<file path="src/rtl/counter_sched_if.sv">
// Command and status bundle between a host/sequencer and the counter_sched timer.
// The host holds cmd_valid and cmd_op/cmd_* stable. A transfer occurs on the edge where cmd_valid && cmd_ready.
interface counter_sched_if #(
  parameter int CNT_W = 4,
  parameter int PRE_W = 8
);
  logic             cmd_valid;
  logic             cmd_ready;
  logic [1:0]       cmd_op;
  logic [CNT_W-1:0] cmd_limit;
  logic [PRE_W-1:0] cmd_pre;
  logic             cmd_periodic;
  logic [CNT_W-1:0] cnt;
  logic [1:0]       state;
  logic             tc;
  logic             cmd_err;

  modport master (
    output cmd_valid, cmd_op, cmd_limit, cmd_pre, cmd_periodic,
    input  cmd_ready, cnt, state, tc, cmd_err
  );

  modport slave (
    input  cmd_valid, cmd_op, cmd_limit, cmd_pre, cmd_periodic,
    output cmd_ready, cnt, state, tc, cmd_err
  );
endinterface

</file>
<file path="src/rtl/counter_sched.sv">
// Programmable timer controller: prescaled up-counter 0..limit with one-shot or periodic reload,
// commanded by start/pause/resume/abort. All outputs are registered.
module counter_sched #(
  parameter int CNT_W = 4,
  parameter int PRE_W = 8
) (
  input logic            clk,
  input logic            rst_n,
  counter_sched_if.slave bus
);

  typedef enum logic [1:0] {
    S_IDLE  = 2'd0,
    S_RUN   = 2'd1,
    S_PAUSE = 2'd2,
    S_DONE  = 2'd3
  } state_t;

  localparam logic [1:0] OP_START  = 2'd0;
  localparam logic [1:0] OP_PAUSE  = 2'd1;
  localparam logic [1:0] OP_RESUME = 2'd2;
  localparam logic [1:0] OP_ABORT  = 2'd3;

  state_t           state_q, state_d;
  logic [CNT_W-1:0] cnt_q, cnt_d;
  logic [CNT_W-1:0] limit_q, limit_d;
  logic [PRE_W-1:0] pre_cnt_q, pre_cnt_d;
  logic [PRE_W-1:0] pre_q, pre_d;
  logic             periodic_q, periodic_d;
  logic             tc_q, tc_d;
  logic             err_q, err_d;
  logic             ready_q, ready_d;

  logic accept;
  logic tick;
  logic cmd_taken;

  assign accept = bus.cmd_valid && ready_q;
  assign tick   = (state_q == S_RUN) && (pre_cnt_q == pre_q);

  // A legal command owns the edge and suppresses that cycle's tick.
  // An illegal command only raises cmd_err and leaves counting undisturbed.
  always_comb begin
    state_d    = state_q;
    cnt_d      = cnt_q;
    limit_d    = limit_q;
    pre_cnt_d  = pre_cnt_q;
    pre_d      = pre_q;
    periodic_d = periodic_q;
    tc_d       = 1'b0;
    err_d      = 1'b0;
    ready_d    = !accept;
    cmd_taken  = 1'b0;

    if (accept) begin
      case (bus.cmd_op)
        OP_START: begin
          if (state_q == S_IDLE || state_q == S_DONE) begin
            state_d    = S_RUN;
            limit_d    = bus.cmd_limit;
            pre_d      = bus.cmd_pre;
            periodic_d = bus.cmd_periodic;
            cnt_d      = '0;
            pre_cnt_d  = '0;
            cmd_taken  = 1'b1;
          end else begin
            err_d = 1'b1;
          end
        end
        OP_PAUSE: begin
          if (state_q == S_RUN) begin
            state_d   = S_PAUSE;
            cmd_taken = 1'b1;
          end else begin
            err_d = 1'b1;
          end
        end
        OP_RESUME: begin
          if (state_q == S_PAUSE) begin
            state_d   = S_RUN;
            cmd_taken = 1'b1;
          end else begin
            err_d = 1'b1;
          end
        end
        default: begin
          state_d   = S_IDLE;
          cnt_d     = '0;
          pre_cnt_d = '0;
          cmd_taken = 1'b1;
        end
      endcase
    end

    if (!cmd_taken && state_q == S_RUN) begin
      if (tick) begin
        pre_cnt_d = '0;
        if (cnt_q == limit_q) begin
          tc_d = 1'b1;
          if (periodic_q) begin
            cnt_d = '0;
          end else begin
            state_d = S_DONE;
          end
        end else begin
          cnt_d = cnt_q + 1'b1;
        end
      end else begin
        pre_cnt_d = pre_cnt_q + 1'b1;
      end
    end
  end

  always_ff @(posedge clk or negedge rst_n) begin
    if (!rst_n) begin
      state_q    <= S_IDLE;
      cnt_q      <= '0;
      limit_q    <= '0;
      pre_cnt_q  <= '0;
      pre_q      <= '0;
      periodic_q <= 1'b0;
      tc_q       <= 1'b0;
      err_q      <= 1'b0;
      ready_q    <= 1'b1;
    end else begin
      state_q    <= state_d;
      cnt_q      <= cnt_d;
      limit_q    <= limit_d;
      pre_cnt_q  <= pre_cnt_d;
      pre_q      <= pre_d;
      periodic_q <= periodic_d;
      tc_q       <= tc_d;
      err_q      <= err_d;
      ready_q    <= ready_d;
    end
  end

  assign bus.cnt       = cnt_q;
  assign bus.state     = state_q;
  assign bus.tc        = tc_q;
  assign bus.cmd_err   = err_q;
  assign bus.cmd_ready = ready_q;

endmodule

</file>
<file path="src/flat_wrapper.sv">
// flat-port wrapper written by rule: the top's interface ports become plain ports
module counter_sched_flat 
#(
  parameter int CNT_W = 4,
  parameter int PRE_W = 8
)
  (clk, rst_n, bus_cmd_valid, bus_cmd_op, bus_cmd_limit, bus_cmd_pre, bus_cmd_periodic, bus_cmd_ready, bus_cnt, bus_state, bus_tc, bus_cmd_err);
  counter_sched_if #(.CNT_W(CNT_W), .PRE_W(PRE_W)) bus_i ();
  input logic clk;
  input logic rst_n;
  input wire logic [$bits(bus_i.cmd_valid)-1:0] bus_cmd_valid;
  input wire logic [$bits(bus_i.cmd_op)-1:0] bus_cmd_op;
  input wire logic [$bits(bus_i.cmd_limit)-1:0] bus_cmd_limit;
  input wire logic [$bits(bus_i.cmd_pre)-1:0] bus_cmd_pre;
  input wire logic [$bits(bus_i.cmd_periodic)-1:0] bus_cmd_periodic;
  output wire logic [$bits(bus_i.cmd_ready)-1:0] bus_cmd_ready;
  output wire logic [$bits(bus_i.cnt)-1:0] bus_cnt;
  output wire logic [$bits(bus_i.state)-1:0] bus_state;
  output wire logic [$bits(bus_i.tc)-1:0] bus_tc;
  output wire logic [$bits(bus_i.cmd_err)-1:0] bus_cmd_err;
  assign bus_i.cmd_valid = bus_cmd_valid;
  assign bus_i.cmd_op = bus_cmd_op;
  assign bus_i.cmd_limit = bus_cmd_limit;
  assign bus_i.cmd_pre = bus_cmd_pre;
  assign bus_i.cmd_periodic = bus_cmd_periodic;
  assign bus_cmd_ready = bus_i.cmd_ready;
  assign bus_cnt = bus_i.cnt;
  assign bus_state = bus_i.state;
  assign bus_tc = bus_i.tc;
  assign bus_cmd_err = bus_i.cmd_err;
  counter_sched #(.CNT_W(CNT_W), .PRE_W(PRE_W)) u_core (.clk(clk), .rst_n(rst_n), .bus(bus_i));
endmodule
</file>
<file path="config.mk">
export PLATFORM = sky130hd
export DESIGN_NAME = counter_sched_flat
export DESIGN_NICKNAME = d
export VERILOG_FILES = /design/src/rtl/counter_sched_if.sv /design/src/rtl/counter_sched.sv /design/src/flat_wrapper.sv
export SDC_FILE = /design/constraint.sdc
export NUM_CORES = 1
export LEC_CHECK = 0
export ABC_CLOCK_PERIOD_IN_PS = 3600
export CAP_MARGIN = 20
export CORE_MARGIN = 8
export CORE_UTILIZATION = 35
export CTS_CLUSTER_DIAMETER = 150
export DETAILED_ROUTE_END_ITERATION = 7
export PLACE_DENSITY = 0.54
export RECOVER_POWER = 100
export SYNTH_ARGS = -nofsm -noshare
export SYNTH_HDL_FRONTEND = slang
export SYNTH_SLANG_ARGS = --single-unit
</file>
<file path="constraint.sdc">
create_clock -name clk -period 3.6 [get_ports clk]
set_input_delay 1.08 -clock clk [delete_from_list [all_inputs] [get_ports clk]]
set_output_delay 1.08 -clock clk [all_outputs]
set_load 0.005 [all_outputs]
</file>
==> results of run 1 <==
[cells in the mapped netlist, types with 2 or more instances]
master    instances
dfrtp_1          29
mux2_2           14
ha_1             11
xnor2_1          11
inv_1             8
nand2_1           7
nor3_1            5
a22o_1            4
nor2_1            4
a21o_1            3
a21oi_1           3
a222oi_1          3
and3_1            3
nand3_1           3
nor3b_1           3
o21bai_1          3
xnor2_2           3
a221o_1           2
and2_1            2
o21ai_0           2
[flip-flops by register name, indices dropped and copies added, names as in the netlist]
name	count
u_core.bus.tc	1
u_core.bus.cmd_err	1
u_core.periodic_q	1
u_core.bus.state	2
u_core.bus.cmd_ready	1
u_core.pre_q	8
u_core.pre_cnt_q	8
u_core.limit_q	4
u_core.bus.cnt	4
[worst max-delay path: stages]
cell,delay (ns)
dlygate4sd3_1,0.58
inv_1,0.08
ha_1,0.25
nand4b_2,0.12
clkbuf_1,0.66
mux2_2,0.41
[power breakdown]
group / switching [mW] / leakage (nW) / internal [mW]
clock network: 0.123 / 0.0438 / 0.129
registers: 0.0620 / 0.385 / 0.405
logic: 0.113 / 0.525 / 0.147
total: 0.297 / 0.954 / 0.681
[logic make-up after synthesis]
logic type,count (synthesis),share of synthesized area (%)
flip-flops,30,44.42
XOR/XNOR,15,9.091
buffers and inverters,9,2.069
adder cells (fa/ha/maj),11,8.130
multiplexers,14,9.313
AO/OA/AOI/OAI,25,13.53
AND/OR/NAND/NOR,37,13.45
[per-layer routing]
| metal | track usage [%] | vias up | part of all wire, % |
|---|---|---|---|
| li1 | - | 573 | - |
| met1 | 11.45 | 573 | 43 |
| met2 | 16.78 | 32 | 47 |
| met3 | 4.871 | 9 | 7.4 |
| met4 | 5.414 | 0 | 2.9 |
| met5 | 0 | - | 0 |
[through the flow]
step	util (%)	cell area, um^2	instances
finish	44.51	2088	229
global route	44.51	2088	229
CTS	44.96	2110	229
detailed placement	43.28	2031	222
global placement	43.28	2031	222
floorplan	-	1693	141
[worst min-delay path by stage]
stage | startpoint | endpoint | depth (start not counted) | slack [ns]
2_1_floorplan | u_core.periodic_q | u_core.periodic_q | 1 | 0.50
3_3_place_gp | u_core.periodic_q | u_core.periodic_q | 1 | 0.51
3_5_place_dp | u_core.limit_q[3] | u_core.limit_q[3] | 1 | 0.52
4_1_cts | u_core.limit_q[3] | u_core.limit_q[3] | 1 | 0.53
5_1_grt | u_core.limit_q[3] | u_core.limit_q[3] | 1 | 0.54
6_report | u_core.limit_q[3] | u_core.limit_q[3] | 1 | 0.53
[layout make-up]
| class | count | share of cell area (%) |
|---|---|---|
| tap | 54 | 3.235 |
| clock buffer | 5 | 3.295 |
| inverter | 8 | 1.438 |
| clock inverter | 2 | 0.4793 |
| multi-input combinational | 102 | 42.72 |
| sequential | 30 | 36.01 |
| timing repair buffer | 28 | 12.82 |
==> impl_metrics.env, run 1 <==
export IMPL_run_status="complete, but fails checks"
export IMPL_violations="capacitance limit, slew limit"
export IMPL_post_cts_resized_instances=0
export IMPL_timing_clock_skew_ns=0.005441
export IMPL_fill_cells=462
export IMPL_clk_insertion_delay_late_ns=0.29
export IMPL_i_o_pins=27
export IMPL_crit_end="u_core.pre_q[4]"
export IMPL_syn_cell_area_um2=1693
export IMPL_grt_overflow=0
export IMPL_syn_nets=170
export IMPL_fp_dieArea_um2=7318
export IMPL_postRouteAntennaNets=0
export IMPL_routed_via_density=5.183
export IMPL_synth_warning_count=0
export IMPL_dr_pass1_iters=4
export IMPL_antenna_violations_before_repair=0
export IMPL_h_tree_depth=2
export IMPL_cts_sinks=30
export IMPL_first_iter_violations=124
export IMPL_max_vdd_ir_drop_mv=0.2588
export IMPL_synth_edf_count=0
export IMPL_r2r_slack_ns=1.24
export IMPL_tightestPinTransition_ns=1.609
export IMPL_finalWirelength_mm=3.609
export IMPL_grt_pass1_wl_mm=5.927
export IMPL_most_common_layout_cells="29 x dfrtp_1, 15 x clkdlybuf4s50_1, 14 x mux2_2"
export IMPL_tritoncts_clock_tree="yes"
export IMPL_dr_total_vias=1187
export IMPL_cp_required_ns=3.77
export IMPL_power_per_cell_area_nw_per_um2=468.5
export IMPL_maxCapViolCount=1
export IMPL_track_usage_pct=10.52
export IMPL_path_clk_slew_ns=0.06
export IMPL_worstPathArrival_ns=3.19
export IMPL_post_route_period_util_pct=83.75
export IMPL_layout_drive_gt1_share_pct=18.29
export IMPL_portBuffers=26
export IMPL_fmax_ghz=0.3317
export IMPL_regToRegStartpoint="u_core.bus.state[1]"
export IMPL_power_leakage_nw=0.9538
export IMPL_core_area_um2=4692
export IMPL_design_power_total_mw=0.9783
export IMPL_die_h_um=85.55
export IMPL_areaGrowthSynthToFinish_pct=23.36
export IMPL_first_global_vias=1231
export IMPL_place_congestion=0.8349
export IMPL_worstSetupStartpointType="input pin"
export IMPL_fp_row_count=25
export IMPL_finalHoldViolCount=0
export IMPL_post_route_min_period_ns=3.015
export IMPL_synth_area_leader_cell="dfrtp_1"
export IMPL_critical_path_endpoint_type="register"
export IMPL_synthCells=141
export IMPL_unrepaired_setup_endpoints_after_global_routing="no"
export IMPL_finalSetupViolCount=0
export IMPL_worst_setup_path_startpoint="bus_cmd_op[1]"
export IMPL_synth_area_leaders="dfrtp_1 43%, mux2_2 9.3%, ha_1 8.1%"
export IMPL_synth_sequential_area_ratio_pct=44.42
export IMPL_cts_hold_fix_bufs=0
export IMPL_netlist_cell_type_count=38
export IMPL_setup_worst_path_class="in -> reg"
export IMPL_multiInputGateArea_um2=892.1
export IMPL_clockBufferDepth=2
export IMPL_cts_root_buffer_cell="clkbuf_8"
export IMPL_hpwl_mm=2.648
export IMPL_max_slew_margin_pct=-7.239
export IMPL_finalNetCount=204
export IMPL_grt_start_max_net_pins=31
export IMPL_setup_total_negative_slack_ns=0
export IMPL_leading_cell_type_in_the_layout_fill_and_taps_excluded="dfrtp_1"
export IMPL_drt_wirelength_per_cell_um=15.76
export IMPL_worst_path_max_fanout=13
export IMPL_syn_avg_cell_area_um2=12.01
export IMPL_number_of_buffers_inserted_during_clock_tree_synthesis=5
export IMPL_hold_ws_ns=0.5257
export IMPL_worst_slack_ns=0.5851
export IMPL_drcViolationCount=0
export IMPL_floorplan_initialDensity_pct=36.08
export IMPL_antenna_diode_count=0
export IMPL_placement_stage_worst_setup_slack_ns=0.5512
export IMPL_ys_ff_latch=30
export IMPL_async_flop_share_pct=100.0
export IMPL_die_width_um=85.55
export IMPL_synth_largest_type_area_fraction_pct=42.87
export IMPL_worstHoldPathType="reg -> reg"
export IMPL_r2r_worst_path_cells=6
export IMPL_slew_violations=31
export IMPL_synth_main_ff_cell="dfrtp_1"
export IMPL_layout_area_seq_um2=752.0
export IMPL_rr_endpoint="u_core.pre_cnt_q[7]"
export IMPL_cts_post_setup_buffers_inserted=0
Note: power is estimated with default switching activity, not from simulation.
==> run 2, diff against run 1 <==
Settings changed: ABC_CLOCK_PERIOD_IN_PS 3600 to 2700, PLACE_DENSITY 0.54 to 0.56.
Clock period 3.6 ns to 2.7 ns, I/O delays scaled along.
==> impl_metrics.env, run 2 (synthesis gave the netlist of run 1 again) <==
export IMPL_run_status="finished, final reports clean"
export IMPL_setup_worst_path_class="in -> reg"
export IMPL_worstPathArrival_ns=2.70
export IMPL_cts_root_buffer_cell="clkbuf_8"
export IMPL_dr_total_vias=1177
export IMPL_dr_pass1_iters=4
export IMPL_post_route_period_util_pct=94.09
export IMPL_design_power_total_mw=1.424
export IMPL_power_per_cell_area_nw_per_um2=660.0
export IMPL_layout_drive_gt1_share_pct=20.56
export IMPL_floorplan_initialDensity_pct=36.08
export IMPL_die_width_um=85.55
export IMPL_critical_path_endpoint_type="register"
export IMPL_slew_violations=0
export IMPL_finalHoldViolCount=0
export IMPL_hold_ws_ns=0.5321
export IMPL_number_of_buffers_inserted_during_clock_tree_synthesis=5
export IMPL_routed_via_density=5.030
export IMPL_grt_overflow=0
export IMPL_cts_post_setup_buffers_inserted=0
export IMPL_postLayoutCellArea_um2=2158
export IMPL_final_core_utilization_pct=46.00
export IMPL_die_h_um=85.55
export IMPL_clockBufferDepth=2
export IMPL_most_common_layout_cells="29 x dfrtp_1, 15 x clkdlybuf4s50_1, 14 x mux2_2"
export IMPL_fill_cells=445
export IMPL_dpl_instance_area_um2=2061
export IMPL_max_slew_margin_pct=49.54
export IMPL_antenna_diode_count=0
export IMPL_finalNetCount=208
export IMPL_fp_dieArea_um2=7318
export IMPL_drt_wirelength_per_cell_um=14.94
export IMPL_drcViolationCount=0
export IMPL_finalSetupViolCount=0
export IMPL_first_iter_violations=63
export IMPL_post_cts_resized_instances=0
export IMPL_max_vdd_ir_drop_mv=0.3272
export IMPL_post_route_min_period_ns=2.540
export IMPL_worstHoldPathType="reg -> reg"
export IMPL_fp_row_count=25
export IMPL_i_o_pins=27
export IMPL_unrepaired_setup_endpoints_after_global_routing="no"
export IMPL_biggestRegsByFlops="u_core.pre_cnt_q x8, u_core.pre_q x8"
export IMPL_place_congestion=0.8981
export IMPL_fmax_ghz=0.3936
export IMPL_postRouteAntennaNets=0
export IMPL_track_usage_pct=10.45
export IMPL_hpwl_mm=2.607
export IMPL_first_global_vias=1274
export IMPL_tritoncts_clock_tree="yes"
export IMPL_maxCapViolCount=0
export IMPL_antenna_violations_before_repair=0
export IMPL_core_area_um2=4692
export IMPL_finalWirelength_mm=3.497
export IMPL_path_clk_slew_ns=0.06
export IMPL_clk_insertion_delay_late_ns=0.28
export IMPL_power_leakage_nw=0.9855
export IMPL_worstSetupStartpointType="input pin"
export IMPL_timing_clock_skew_ns=0.007243
export IMPL_leading_cell_type_in_the_layout_fill_and_taps_excluded="dfrtp_1"
export IMPL_cts_hold_fix_bufs=0
export IMPL_cts_sinks=30
export IMPL_h_tree_depth=2
export IMPL_portBuffers=26
export IMPL_cp_required_ns=2.86
export IMPL_grt_pass1_wl_mm=6.030
export IMPL_worst_path_max_fanout=7
export IMPL_grt_start_max_net_pins=31
export IMPL_areaGrowthSynthToFinish_pct=27.49
export IMPL_tightestPinTransition_ns=0.7568
-- run 2: cell count changes in the layout (fill, tap and decap cells not counted), sizes merged --
cell and delta:
clkbuf +3, buf +3, clkinv -2, bufinv +1
-- run 2: worst paths after layout --
path	from	endpoint	slack, ns	cells past startpoint
worst min-delay path	u_core.limit_q[0]	u_core.limit_q[0]	0.53	1
worst max-delay path	bus_cmd_op[1]	u_core.bus.cnt[0]	0.16	7
min in group asynchronous	rst_n	u_core.pre_q[4]	1.12	2
max in group asynchronous	rst_n	u_core.pre_q[7]	1.09	2
worst min register to register	u_core.limit_q[0]	u_core.limit_q[0]	0.53	1
worst max register to register	u_core.bus.state[0]	u_core.bus.cnt[0]	0.80	6
-- run 2: final cells by class --
type                            instances  area (um^2)  area share, %
Sequential cell                        30        752.0          34.84
Clock inverter                          1        30.03          1.391
Multi-Input combinational cell        102        905.9          41.97
Inverter                                8        30.03          1.391
Tap cell                               54        67.56          3.130
Clock buffer                            7        76.32          3.536
Timing Repair Buffer                   32        296.5          13.74
-- run 2: stage by stage --
stage | std cells | setup TNS [ns] | setup WS (ns)
2_1_floorplan | 141 | 0 | 0.6235
3_3_place_gp | 226 | 0 | 0.001682
3_5_place_dp | 226 | -0.7231 | -0.09376
4_1_cts | 234 | 0 | 0.1903
5_1_grt | 234 | 0 | 0.05987
6_report | 234 | 0 | 0.1597
-- run 2: layer usage --
| metal | track usage (%) | vias to the layer above | wire length, um |
|---|---|---|---|
| met3 | 4.107 | 7 | 189 |
| met1 | 12.23 | 568 | 1568 |
| met5 | 0 | - | 0 |
| met4 | 4.299 | 0 | 58 |
| met2 | 16.64 | 21 | 1681 |
| li1 | - | 581 | - |
-- run 2: worst max-delay path, cell delays in order --
cell and delay, ns:
dlygate4sd3_1 0.58, inv_1 0.09, ha_1 0.20, a211oi_1 0.30, o211a_4 0.26, a31oi_1 0.16
mux2_2 0.31
-- run 2: power by group --
part | internal (mW) | total [mW] | switching (mW) | leakage [nW]
registers | 0.540 | 0.624 | 0.0842 | 0.385
clock network | 0.276 | 0.446 | 0.170 | 0.0524
logic | 0.202 | 0.355 | 0.154 | 0.548
